<file path="src/rtl/bnw_pkg.sv">
// Shared constants and types for the BNW piano game lane logic.
// Positions are in the pixel generator's translated vertical coordinate
// (v_cnt + 120), so the visible screen spans 120..599.
package bnw_pkg;

   localparam int NUM_SLOTS = 6;
   localparam int H_W       = 10;

   localparam int BLOCK_H  = 120;
   // A fresh block sits with its bottom edge on the top screen line.
   localparam int SPAWN_H  = BLOCK_H;
   localparam int HIT_LO   = 468;
   localparam int HIT_HI   = 599;
   localparam int RETIRE_H = 720;

   typedef logic [H_W-1:0] pos_t;

   typedef enum logic [1:0] {
      ST_IDLE,
      ST_RUN,
      ST_PAUSE
   } lane_state_e;

   // True when a block's bottom edge lies inside the judgement band.
   function automatic logic in_hit_window(input pos_t h);
      return (h >= pos_t'(HIT_LO)) && (h <= pos_t'(HIT_HI));
   endfunction

endpackage

</file>
<file path="src/rtl/lane_slot_alloc.sv">
// Combinational lowest-index priority encoder over the lane's slots.
// Used for free-slot selection on spawn and for picking the hit target
// among the largest-h candidates.
module lane_slot_alloc
   import bnw_pkg::*;
(
   input  logic [NUM_SLOTS-1:0] req,
   output logic [NUM_SLOTS-1:0] grant,
   output logic                 none
);

   // Scan high to low so the last (lowest) requesting index wins.
   always_comb begin
      grant = '0;
      for (int i = NUM_SLOTS - 1; i >= 0; i--) begin
         if (req[i]) begin
            grant = NUM_SLOTS'(1) << i;
         end
      end
      none = ~|req;
   end

endmodule

</file>
<file path="src/rtl/lane_block_scroller.sv">
// Per-lane falling-block engine: spawns blocks on charted beats, scrolls
// them once per frame, judges key presses and drives the lane error flag.
// Optional build macro LANE_MISS_WRONG_EN: a missed block also raises the
// lane error flag.
module lane_block_scroller
   import bnw_pkg::*;
#(
   parameter int SPEED      = 4,
   parameter int WRONG_HOLD = 30
) (
   input  logic           clk,
   input  logic           rst,
   input  logic           start,
   input  logic           clear,
   input  logic           pause,
   input  logic           frame_tick,
   input  logic           beat_tick,
   input  logic           note,
   input  logic           key_press,
   output logic [H_W-1:0] block_1_h,
   output logic [H_W-1:0] block_2_h,
   output logic [H_W-1:0] block_3_h,
   output logic [H_W-1:0] block_4_h,
   output logic [H_W-1:0] block_5_h,
   output logic [H_W-1:0] block_6_h,
   output logic           wrong,
   output logic           hit_pulse,
   output logic           miss_pulse,
   output logic           spawn_drop
);

   localparam int CNT_W = $clog2(WRONG_HOLD + 1);

   lane_state_e          state_q, state_d;
   pos_t                 h_q [NUM_SLOTS];
   pos_t                 h_d [NUM_SLOTS];
   logic [CNT_W-1:0]     wrong_cnt_q, wrong_cnt_d;
   logic                 wrong_q, wrong_d;
   logic                 hit_pulse_q, hit_pulse_d;
   logic                 miss_pulse_q, miss_pulse_d;
   logic                 spawn_drop_q, spawn_drop_d;

   logic                 run_en;
   logic                 spawn_req;
   logic [NUM_SLOTS-1:0] empty;
   logic [NUM_SLOTS-1:0] in_win;
   logic [NUM_SLOTS-1:0] hit_cand;
   logic [NUM_SLOTS-1:0] free_grant;
   logic [NUM_SLOTS-1:0] hit_grant;
   logic                 no_free;
   logic                 no_hit;
   logic [H_W:0]         sum [NUM_SLOTS];

   // Lane state: clear wins over start; PAUSE tracks the pause level.
   always_comb begin
      state_d = state_q;
      if (clear) begin
         state_d = ST_IDLE;
      end else begin
         case (state_q)
            ST_IDLE:  if (start)  state_d = ST_RUN;
            ST_RUN:   if (pause)  state_d = ST_PAUSE;
            ST_PAUSE: if (!pause) state_d = ST_RUN;
            default:  state_d = ST_IDLE;
         endcase
      end
   end

   // Play logic acts only while a game is in progress and not paused.
   assign run_en    = (state_q != ST_IDLE) && !pause && !clear;
   assign spawn_req = beat_tick && note;

   // Slot status plus the largest-h compare matrix over in-window slots.
   always_comb begin
      for (int i = 0; i < NUM_SLOTS; i++) begin
         empty[i]  = (h_q[i] == '0);
         in_win[i] = in_hit_window(h_q[i]);
      end
      for (int i = 0; i < NUM_SLOTS; i++) begin
         hit_cand[i] = in_win[i];
         for (int j = 0; j < NUM_SLOTS; j++) begin
            if (in_win[j] && (h_q[j] > h_q[i])) begin
               hit_cand[i] = 1'b0;
            end
         end
      end
   end

   // Lowest empty slot receives a new block.
   lane_slot_alloc u_free_alloc (
      .req   (empty),
      .grant (free_grant),
      .none  (no_free)
   );

   // Among equally low candidates, the lowest index is judged.
   lane_slot_alloc u_hit_alloc (
      .req   (hit_cand),
      .grant (hit_grant),
      .none  (no_hit)
   );

   // Scrolled positions, one bit wider so the retire compare cannot wrap.
   always_comb begin
      for (int i = 0; i < NUM_SLOTS; i++) begin
         sum[i] = {1'b0, h_q[i]} + (H_W + 1)'(SPEED);
      end
   end

   // Slot update, judgement, pulses and error-hold counter.
   always_comb begin
      logic retire_any;
      logic key_err;
      logic load_wrong;
      // NOTE: every always_comb output gets a default before any branch,
      // so no path leaves a signal unassigned and no latch is inferred.
      for (int i = 0; i < NUM_SLOTS; i++) begin
         h_d[i] = h_q[i];
      end
      wrong_cnt_d  = wrong_cnt_q;
      hit_pulse_d  = 1'b0;
      miss_pulse_d = 1'b0;
      spawn_drop_d = 1'b0;
      retire_any   = 1'b0;
      key_err      = 1'b0;
      load_wrong   = 1'b0;

      if (clear) begin
         // Discarded blocks vanish silently, without a miss.
         for (int i = 0; i < NUM_SLOTS; i++) begin
            h_d[i] = '0;
         end
         wrong_cnt_d = '0;
      end else if (run_en) begin
         key_err      = key_press && no_hit;
         hit_pulse_d  = key_press && !no_hit;
         spawn_drop_d = spawn_req && no_free;

         for (int i = 0; i < NUM_SLOTS; i++) begin
            if (key_press && hit_grant[i]) begin
               // A hit takes precedence over a retire of the same slot.
               h_d[i] = '0;
            end else if (empty[i]) begin
               // Newly spawned blocks are not advanced in their load cycle.
               h_d[i] = (spawn_req && free_grant[i]) ? pos_t'(SPAWN_H) : '0;
            end else if (frame_tick) begin
               if (sum[i] >= (H_W + 1)'(RETIRE_H)) begin
                  h_d[i]     = '0;
                  retire_any = 1'b1;
               end else begin
                  h_d[i] = sum[i][H_W-1:0];
               end
            end
         end

         miss_pulse_d = retire_any;

`ifdef LANE_MISS_WRONG_EN
         load_wrong = key_err || retire_any;
`else
         load_wrong = key_err;
`endif

         if (load_wrong) begin
            wrong_cnt_d = CNT_W'(WRONG_HOLD);
         end else if (frame_tick && (wrong_cnt_q != '0)) begin
            wrong_cnt_d = wrong_cnt_q - CNT_W'(1);
         end
      end

      wrong_d = (wrong_cnt_d != '0);
   end

   // State, slot and output registers with synchronous reset.
   always_ff @(posedge clk) begin
      // NOTE: sequential state is written with <= only, so every flop
      // samples the pre-edge values regardless of statement order.
      if (rst) begin
         state_q <= ST_IDLE;
         // NOTE: the slot array is a small bank of flops driving outputs,
         // not a RAM, so it is cleared on reset like any other register.
         for (int i = 0; i < NUM_SLOTS; i++) begin
            h_q[i] <= '0;
         end
         wrong_cnt_q  <= '0;
         wrong_q      <= 1'b0;
         hit_pulse_q  <= 1'b0;
         miss_pulse_q <= 1'b0;
         spawn_drop_q <= 1'b0;
      end else begin
         state_q <= state_d;
         for (int i = 0; i < NUM_SLOTS; i++) begin
            h_q[i] <= h_d[i];
         end
         wrong_cnt_q  <= wrong_cnt_d;
         wrong_q      <= wrong_d;
         hit_pulse_q  <= hit_pulse_d;
         miss_pulse_q <= miss_pulse_d;
         spawn_drop_q <= spawn_drop_d;
      end
   end

   assign block_1_h  = h_q[0];
   assign block_2_h  = h_q[1];
   assign block_3_h  = h_q[2];
   assign block_4_h  = h_q[3];
   assign block_5_h  = h_q[4];
   assign block_6_h  = h_q[5];
   assign wrong      = wrong_q;
   assign hit_pulse  = hit_pulse_q;
   assign miss_pulse = miss_pulse_q;
   assign spawn_drop = spawn_drop_q;

endmodule

</file>
<file path="config.mk">
export PLATFORM = sky130hd
export DESIGN_NAME = lane_block_scroller
export DESIGN_NICKNAME = d
export VERILOG_FILES = /design/src/rtl/bnw_pkg.sv /design/src/rtl/lane_slot_alloc.sv /design/src/rtl/lane_block_scroller.sv
export SDC_FILE = /design/constraint.sdc
export NUM_CORES = 1
export LEC_CHECK = 0
export BUFFER_PORTS_ARGS = -buffer_cell sky130_fd_sc_hd__buf_2
export CORE_MARGIN = 8
export CORE_UTILIZATION = 51
export DETAILED_ROUTE_END_ITERATION = 7
export HOLD_SLACK_MARGIN = 0.02
export PLACE_DENSITY = 0.7
export REMOVE_ABC_BUFFERS = 1
export SLEW_MARGIN = 15
export SYNTH_ARGS = -nofsm -noshare
export SYNTH_HDL_FRONTEND = slang
export SYNTH_SLANG_ARGS = --single-unit
</file>
<file path="constraint.sdc">
create_clock -name clk -period 6.6 [get_ports clk]
set_input_delay 1.65 -clock clk [delete_from_list [all_inputs] [get_ports clk]]
set_output_delay 1.65 -clock clk [all_outputs]
set_load 0.02 [all_outputs]
</file>
# ---- Word-level counts from Yosys, hierarchy flattened
# Memory sizes are Yosys's and may differ from the RTL's.
# Index checks and enable logic that the tools add are counted.
dict set report totals {
  regBits 11
  ram_bits 60
  in_bits 9
  word_cells 285
  mem_count 1
}
# memory depth word_bits rd rd_clocked_by_memory_dff write_ports line_no
set memory_table {}
lappend memory_table {h_q 6 10 6 0 6 lane_block_scroller.sv:35} ;# pos_t h_q [NUM_SLOTS];
dict set report op_classes {
  addsub 7
  order_cmp 54
  n_eq_ne 5
  mux 125
  n_bitwise 7
  n_reduce_logical 80
}
# cell count
set op_table {}
lappend op_table {{$gt 10x10->1} 36}
lappend op_table {{$mux 10} 30}
lappend op_table {{$mux 60} 2}
lappend op_table {{$mux 6} 12}
lappend op_table {{$mux 1} 67}
lappend op_table {{$add 10x3->11 const B} 6}
lappend op_table {{$ge 11x10->1 const B} 6}
lappend op_table {{$logic_and 1x1->1} 61}
lappend op_table {{$ge 10x9->1 const B} 6}
lappend op_table {{$le 10x10->1 const B} 6}
lappend op_table {{$logic_not 10->1} 6}
lappend op_table {{$mux 7} 6}
lappend op_table {{$mux 5} 4}
lappend op_table {{$reduce_or 6->1} 2}
lappend op_table {{$reduce_bool 5->1} 2}
lappend op_table {{$mux 2} 3}
lappend op_table {{$ne 2x2->1 const B} 3}
lappend op_table {{$or 1x1->1} 6}
lappend op_table {{$pmux 2 s3} 1}
lappend op_table {{$sub 5x1->5 const B} 1}
lappend op_table {{$logic_not 1->1} 4}
lappend op_table {{$reduce_and 3->1} 1}
lappend op_table {{$reduce_or 3->1} 1}
lappend op_table {{$eq 2x1->1 const B} 1}
lappend op_table {{other kinds (5)} 5}

# ---- Depth between registers and ports, before layout
# Gate-level depths: netlist of the first run.
dict set report depth {
  ltp_word 41
  ltp_mapped 13
  ltp_nobuf 11
}

# ---- Modules after synthesis
# A second synthesis of the first run with hierarchy kept.
dict set report unflattened {
  hier_cells 984
  area_unflattened_um2 7773.7
}
# mod n_inst cells_per_inst area_each_um2 seq_area_each_um2
set modules_own_cells {}
lappend modules_own_cells {lane_block_scroller 1 966 7636.1 1181.1}
lappend modules_own_cells {lane_slot_alloc 2 9 68.8 0.0}

# ---- Worst setup path after synthesis of the first run
# No wires, ideal clock.
dict set report synth_path {
  kind {flip-flop to flip-flop}
  from {mem h_q[4][5] (netlist bit)}
  to {mem h_q[4][6] (netlist bit)}
  setup_time_ns 0.136
  arrival_time_ns 3.419
  t_required_ns 6.464
  slack_ns 3.045
  path_stages_with_launch 13
  path_buffers 2
  cell_sequence {dfxtp_1 clkbuf_1 inv_1 ha_1 a211oi_1 o211ai_1 a221o_1 a221oi_1 or4b_1 or4_4 buf_6 nand3_1 o221ai_1}
}
# item line_no
set synth_rtl {}
lappend synth_rtl {{from (decl)} lane_block_scroller.sv:35}

==> reports/metrics.cfg, run 1 <==
[route]
drt_iter0_drc=839
vias_per_cell=6.57
vias=8174
drc_errors=0
final_antenna_net_count=0
wire_per_inst_um=21.2
drt-total-wl_um=26400
drt-pass1-iter-count=7

[clocking]
cts_root_buffer=clkbuf_16
cts_tree=yes
ctsResizeCount=0
cts_num_sinks=59
clock_latency_ns=0.35
cts_buffer_depth=2
htree_levels=3
cts_setup_buffers=0
cts_buffers=9
cts.clk_slew.worst_paths_ns=0.06
hold_buffers=0

[flow_run]
max-cap-violations=0

[logic_synthesis]
postSynthAreaPerCell_um2=7.52
ys_async_sr_fraction_pct=0
yosys.area_share.adder_pct=23.6
syn_area_um2=7700
synthMuxAreaShare_pct=1.06
synth_compound_area_share_pct=27.6
synth_top_family_by_area=compound AO/OA/AOI/OAI gates
ys_seq_elements=59
synth_xor_area_share_pct=1.48
yosysTopAreaCell=ha_1
synth_area_leaders=ha_1 (24%), dfxtp_1 (15%), a21oi_1 (5.5%), o21ai_0 (4.4%), nand2_1 (4.2%)
synth_ff_type=dfxtp_1
yosysWarnings=0
yosysSeqAreaShare_pct=15.3
synth_top_area_share_pct=23.6
synth_edf_count=0
ys_types=87
synth-simple-area-share_pct=24.2
synth_cells=1024

[critical_path]
critPathLaunchType=flop
crit_arrival_ns=4.30
critical_path_required_ns=6.82
path_class=reg2reg
worstSetupEndpointType=flop
cp_max_fo=12

[floorplan]
dieArea_um2=19300
rows=45
dieWidth_um=139
initial_core_util_pct=51.4
die_h_um=139
core_region_area_um2=15000
io_pins=73

[sta]
finalSetupTns_ns=0
fin_ws_ns=2.52
finalSetupViolCount=0
hold_violations=0
timing.slew.headroom_pct=40.4
finClkSkew_ns=0.00813
fin_hold_ws_ns=0.513
report.final.slew_viol_count=0
worst_pin_slew_ns=0.894
period_needed_ns=4.08
rsz0062_at_grt=no
period_share_pct=61.9
max_freq_mhz=245

[grt]
overflow=0
grt_start_max_net_pins=35
first_global_vias=7488
antenna_found_initial=0
grt_pass1_wl_um=41600
track_usage_pct=26.7

[place]
dp_hpwl_um=19000
io_buffers=60
gp_congestion=0.981
dp_cells=1228
dp_slack_ns=2.62
dpl_cell_area_um2=8000

[run_status]
status=complete, no violations

[layout]
utilization_pct=55.7
final_nets=1205
regArea_um2=1180
multiInputGateArea_um2=6050
fillerInstances=1449
final_cells=1244
final_area_um2=8350
area_growth_pct=8.45
drive_gt1_share_pct=9.85
antenna_cells=0

[power_and_ir_drop]
power_density_nw_per_um2=117
p_leak_nw=3.50
design_power_total_uw=976
ir_worst_vdd_uv=132

[hold_path]
min_path_type=reg2reg

## report_power, final
group	switching, mW	internal (mW)	total, mW
Combinational	0.0361	0.0137	0.0498
Sequential	0.00241	0.357	0.359
Clock	0.195	0.372	0.567
## critical path, cell delays in order (launching register included)
cell and delay (ns):
dfxtp_1 0.56, inv_1 0.27, ha_1 0.29, nand2b_1 0.08, a21oi_1 0.08, o32ai_1 0.79
o211ai_1 0.34, o311ai_2 0.24, nor2_1 0.21, or4_4 0.67, a31oi_2 0.27, o221ai_1 0.14
## synthesized netlist by cell type, drive strengths merged, types with 4 or more instances
cell and count:
and3 15, or3 6, a21boi 6, o221ai 5, a2111oi 4, dfxtp 59, nor2b 4, clkbuf 21
nor2 75, a32o 5, o31ai 15, a32oi 5, a221oi 9, o21a 5, nand4 34, mux2i 7
nand2b 11, xor2 4, nand3 52, a31o 5, xnor2 9, a211oi 10, a21oi 85, inv 56
a31oi 10, o211ai 9, o21ai 74, o2111ai 4, and2 4, nand2 87, o22ai 5, and4 7
nor4 14, ha 145, nor3b 5, buf 36, a21o 22, nor3 42
## worst paths after layout
| kind | cells past startpoint | startpoint | slack [ns] | to |
|---|---|---|---|---|
| max | 11 | h_q[4][2]$_SDFFE_PP0P_ | 2.52 | h_q[4][6]$_SDFFE_PP0P_ |
| min | 2 | wrong_cnt_q[4]$_SDFF_PP0_ | 0.51 | wrong_cnt_q[4]$_SDFF_PP0_ |
| max reg2reg | 11 | h_q[4][2]$_SDFFE_PP0P_ | 2.52 | h_q[4][6]$_SDFFE_PP0P_ |
| min reg2reg | 2 | wrong_cnt_q[4]$_SDFF_PP0_ | 0.51 | wrong_cnt_q[4]$_SDFF_PP0_ |
## logic make-up after synthesis
family | count (synthesis)
DFF | 59
other | 1
AOI/OAI and AO/OA | 315
and+or+nand+nor | 369
buffers and inverters | 114
xor gates and xnor gates | 13
muxes | 8
adders and majority gates | 145
## metal layers
layer	GRT usage, %	vias up	wire, um
li1	-	3923	-
met1	35.3	3790	11600
met2	42.4	392	11700
met3	4.41	69	2090
met4	10.6	0	904
met5	0	-	0
## cell usage in the layout, fill, tap and decap left out, types with 5 or more instances in the layout
cell       instances
a32oi_1            5
o221ai_1           5
and4_1             7
conb_1            12
nand2b_1          10
o31ai_1           13
nor2_1            74
inv_1             55
nor4_1            14
dfxtp_1           59
a31o_2             5
ha_1             145
or3_1              6
o21ai_0           66
buf_2             60
nor3b_1            5
o211ai_1           9
mux2i_1            7
o21ai_1            7
o21a_1             5
xnor2_1            9
a21oi_1           84
a31oi_1            9
a21o_1            22
nand2_1           87
a211oi_1           9
and3_1            15
nand3_1           52
a32o_1             5
clkbuf_16          9
a221oi_1           8
nand4_1           34
nor3_1            42
o22ai_1            5
## state kept, by name (all words and copies together), names as in the netlist
name         cells
h_q             48
wrong_cnt_q      5
state_q          2
hit_pulse        1
miss_pulse       1
spawn_drop       1
wrong            1
## final cells by class
cell class	instances	share of cell area [%]
multi-input combinational	862	72.5
sequential	59	14.1
timing repair buffer	62	3.78
tap	188	2.82
clock buffer	9	2.70
inverter	57	2.56
clock inverter	7	1.50
Note: power is estimated with default switching activity, not from simulation.
==> run 2: changes to the inputs <==
--- a/config.mk
+++ b/config.mk
@@ -10,7 +10,7 @@
 export CORE_UTILIZATION = 51
 export DETAILED_ROUTE_END_ITERATION = 7
 export HOLD_SLACK_MARGIN = 0.02
-export PLACE_DENSITY = 0.7
+export PLACE_DENSITY = 0.73
 export REMOVE_ABC_BUFFERS = 1
 export SLEW_MARGIN = 15
 export SYNTH_ARGS = -nofsm -noshare
==> constraint.sdc (replaced) <==
create_clock -name clk -period 3.5 [get_ports clk]
set_input_delay 0.875 -clock clk [delete_from_list [all_inputs] [get_ports clk]]
set_output_delay 0.875 -clock clk [all_outputs]
set_load 0.02 [all_outputs]
==> run 2 against run 1 <==
Net effect: count of clock-buffer cells in the layout unchanged; sequential share of layout area decreased by 1.1 points; cell count increased by 8.0%; first-iteration DRC count increased by 23%; utilization increased by 5.2 points; critical path type unchanged; critical endpoint unchanged.
==> reports/metrics.cfg, run 2 (synthesized netlist as in run 1, its figures left out) <==
[route]
drc_errors=0  ; unchanged
drt-pass1-iter-count=5  ; -2
vias_per_cell=6.57  ; about the same
final_antenna_net_count=0  ; unchanged
drt-total-wl_um=28600  ; +8.5%
vias=8830  ; +8.0%
wire_per_inst_um=21.3  ; +0.45%
drt_iter0_drc=1031  ; +23%

[grt]
overflow=0  ; unchanged
grt_pass1_wl_um=44800  ; +7.5%
antenna_found_initial=0  ; unchanged
first_global_vias=8144  ; +8.8%
grt_start_max_net_pins=20  ; -43%
track_usage_pct=28.9  ; +2.2 points

[place]
gp_congestion=0.994  ; +1.3%
dp_hpwl_um=21700  ; +14%
io_buffers=60  ; unchanged

[layout]
final_nets=1305  ; +8.3%
largest-register=h_q
top_regs=h_q: 48 flops, wrong_cnt_q: 5 flops, state_q: 2 flops
utilization_pct=61.0  ; +5.2 points
largest_reg_flops=48  ; unchanged
antenna_cells=0  ; unchanged
drive_gt1_share_pct=18.7  ; +8.8 points
final_common_cell=ha_1
final_cell_mix=ha_1 (145), buf_4 (102), nand2_1 (87), a21oi_1 (84), nor2_1 (74)
area_growth_pct=18.6

[clocking]
cts_buffer_depth=2  ; unchanged
clock_latency_ns=0.36  ; about the same
cts_buffers=9  ; unchanged
cts_num_sinks=59  ; unchanged
cts_tree=yes
cts_root_buffer=clkbuf_16
htree_levels=3  ; unchanged
cts.clk_slew.worst_paths_ns=0.06  ; about the same

[power_and_ir_drop]
p_int_mw=1.33  ; +80%
ir_worst_vdd_uv=192  ; +46%
power_density_nw_per_um2=197  ; +69%
seqPwrFrac_pct=37.5  ; +0.7 points
power.share.clock_pct=56.4  ; -1.7 points
power_frac_comb_pct=6.0  ; +0.9 points
p_leak_nw=4.00  ; +14%
p_sw_uw=465  ; +99%
netSwitchingFraction_pct=25.9  ; +1.9 points

[run_status]
status=complete, no violations

[critical_path]
path_class=reg2reg
cp_max_fo=8  ; -4
critical_path_required_ns=3.73  ; -3.09 ns
r2r-start=h_q[4][8]$_SDFFE_PP0P_
crit_arrival_ns=3.60  ; -0.70 ns
worstSetupEndpointType=flop
r2r_cells=9  ; -2
worstSetupStartpoint=h_q[4][8]$_SDFFE_PP0P_
critPathLaunchType=flop

[floorplan]
rows=45  ; unchanged
initial_core_util_pct=51.4  ; unchanged
io_pins=73  ; unchanged
die_h_um=139  ; unchanged
dieWidth_um=139  ; unchanged
core_region_area_um2=15000  ; unchanged
dieArea_um2=19300  ; unchanged

[sta]
worst_pin_slew_ns=0.896  ; +0.00142 ns
period_needed_ns=3.37  ; -0.712 ns
finalSetupTns_ns=0  ; unchanged
fin_hold_ws_ns=0.518  ; +0.00470 ns
timing.slew.headroom_pct=40.3  ; -0.095 points
report.final.slew_viol_count=0  ; unchanged
rsz0062_at_grt=no
period_share_pct=96.4  ; +34 points
max_freq_mhz=297  ; +21%
finClkSkew_ns=0.00349  ; -0.00463 ns
finalSetupViolCount=0  ; unchanged
hold_violations=0  ; unchanged

[hold_path]
worstHoldStart=h_q[5][6]$_SDFFE_PP0P_
min_path_type=reg2reg
hold_depth=2  ; unchanged

[flow_run]
max-cap-violations=0  ; unchanged

[run 2: changes by cell type in the layout (fill, tap and decap cells not counted), moves of 3 or more]
| cell | previous run | this run |
|---|---|---|
| a221oi_1 | 8 | 4 |
| a221oi_2 | 1 | 5 |
| buf_4 | 2 | 102 |
| clkinvlp_4 | 0 | 3 |
| dfxtp_1 | 59 | 53 |
| dfxtp_2 | 0 | 6 |
[run 2: area by class of cell]
| class | instances | area, um2 |
|---|---|---|
| Fill cell | 1419 | 5850 |
| Sequential cell | 59 | 1190 |
| Tap cell | 188 | 235 |
| Timing Repair Buffer | 162 | 1070 |
| Multi-Input combinational cell | 862 | 6090 |
| Clock buffer | 9 | 225 |
| Clock inverter | 7 | 101 |
| Inverter | 57 | 218 |
[run 2: stage by stage]
stage               power [mW]  cell area, um2  instances  setup WS (ns)
floorplan                0.750            7440        978         0.0279
global placement         0.794            8710       1323        -0.0368
detailed placement       0.794            8710       1323         0.0245
CTS                       1.80            9040       1339        0.00481
global route              1.83            9130       1344        0.00389
finish                    1.80            9130       1344          0.127
[run 2: power groups by stage]
stage | logic [mW] | clock network (mW) | registers (mW)
detailed placement | 0.104 | 0 | 0.691
finish | 0.108 | 1.02 | 0.676
global route | 0.116 | 1.04 | 0.676
CTS | 0.104 | 1.02 | 0.676
floorplan | 0.0585 | 0 | 0.691
global placement | 0.103 | 0 | 0.690
[run 2: per-layer routing]
layer / part of all wire (%) / vias up / global-route usage, %
met3: 9.4 / 88 / 4.03
li1: - / 4128 / -
met5: 0 / - / 0
met1: 42 / 4114 / 37.8
met2: 45 / 500 / 45.6
met4: 3.7 / 0 / 14.3
[run 2: worst paths after layout]
path                             to  slack (ns)
max reg2reg  h_q[4][6]$_SDFFE_PP0P_        0.13
min reg2reg  h_q[5][6]$_SDFFE_PP0P_        0.52
max          h_q[4][6]$_SDFFE_PP0P_        0.13
min          h_q[5][6]$_SDFFE_PP0P_        0.52
[run 2: repair_timing]
item	in CTS	in global routing
buffers inserted	0	5
resized for setup	0	14
setup endpoints to repair	0	23
hold buffers	0	0
[run 2: worst max-delay path: stages, from the launching register on]
cell      delay [ns]
dfxtp_1         0.31
inv_1           0.31
ha_1            0.34
a21o_1          0.21
a221o_1         0.36
a221oi_1        0.26
or4b_1          0.53
or4_4           0.52
a31oi_2         0.25
o221ai_1        0.15
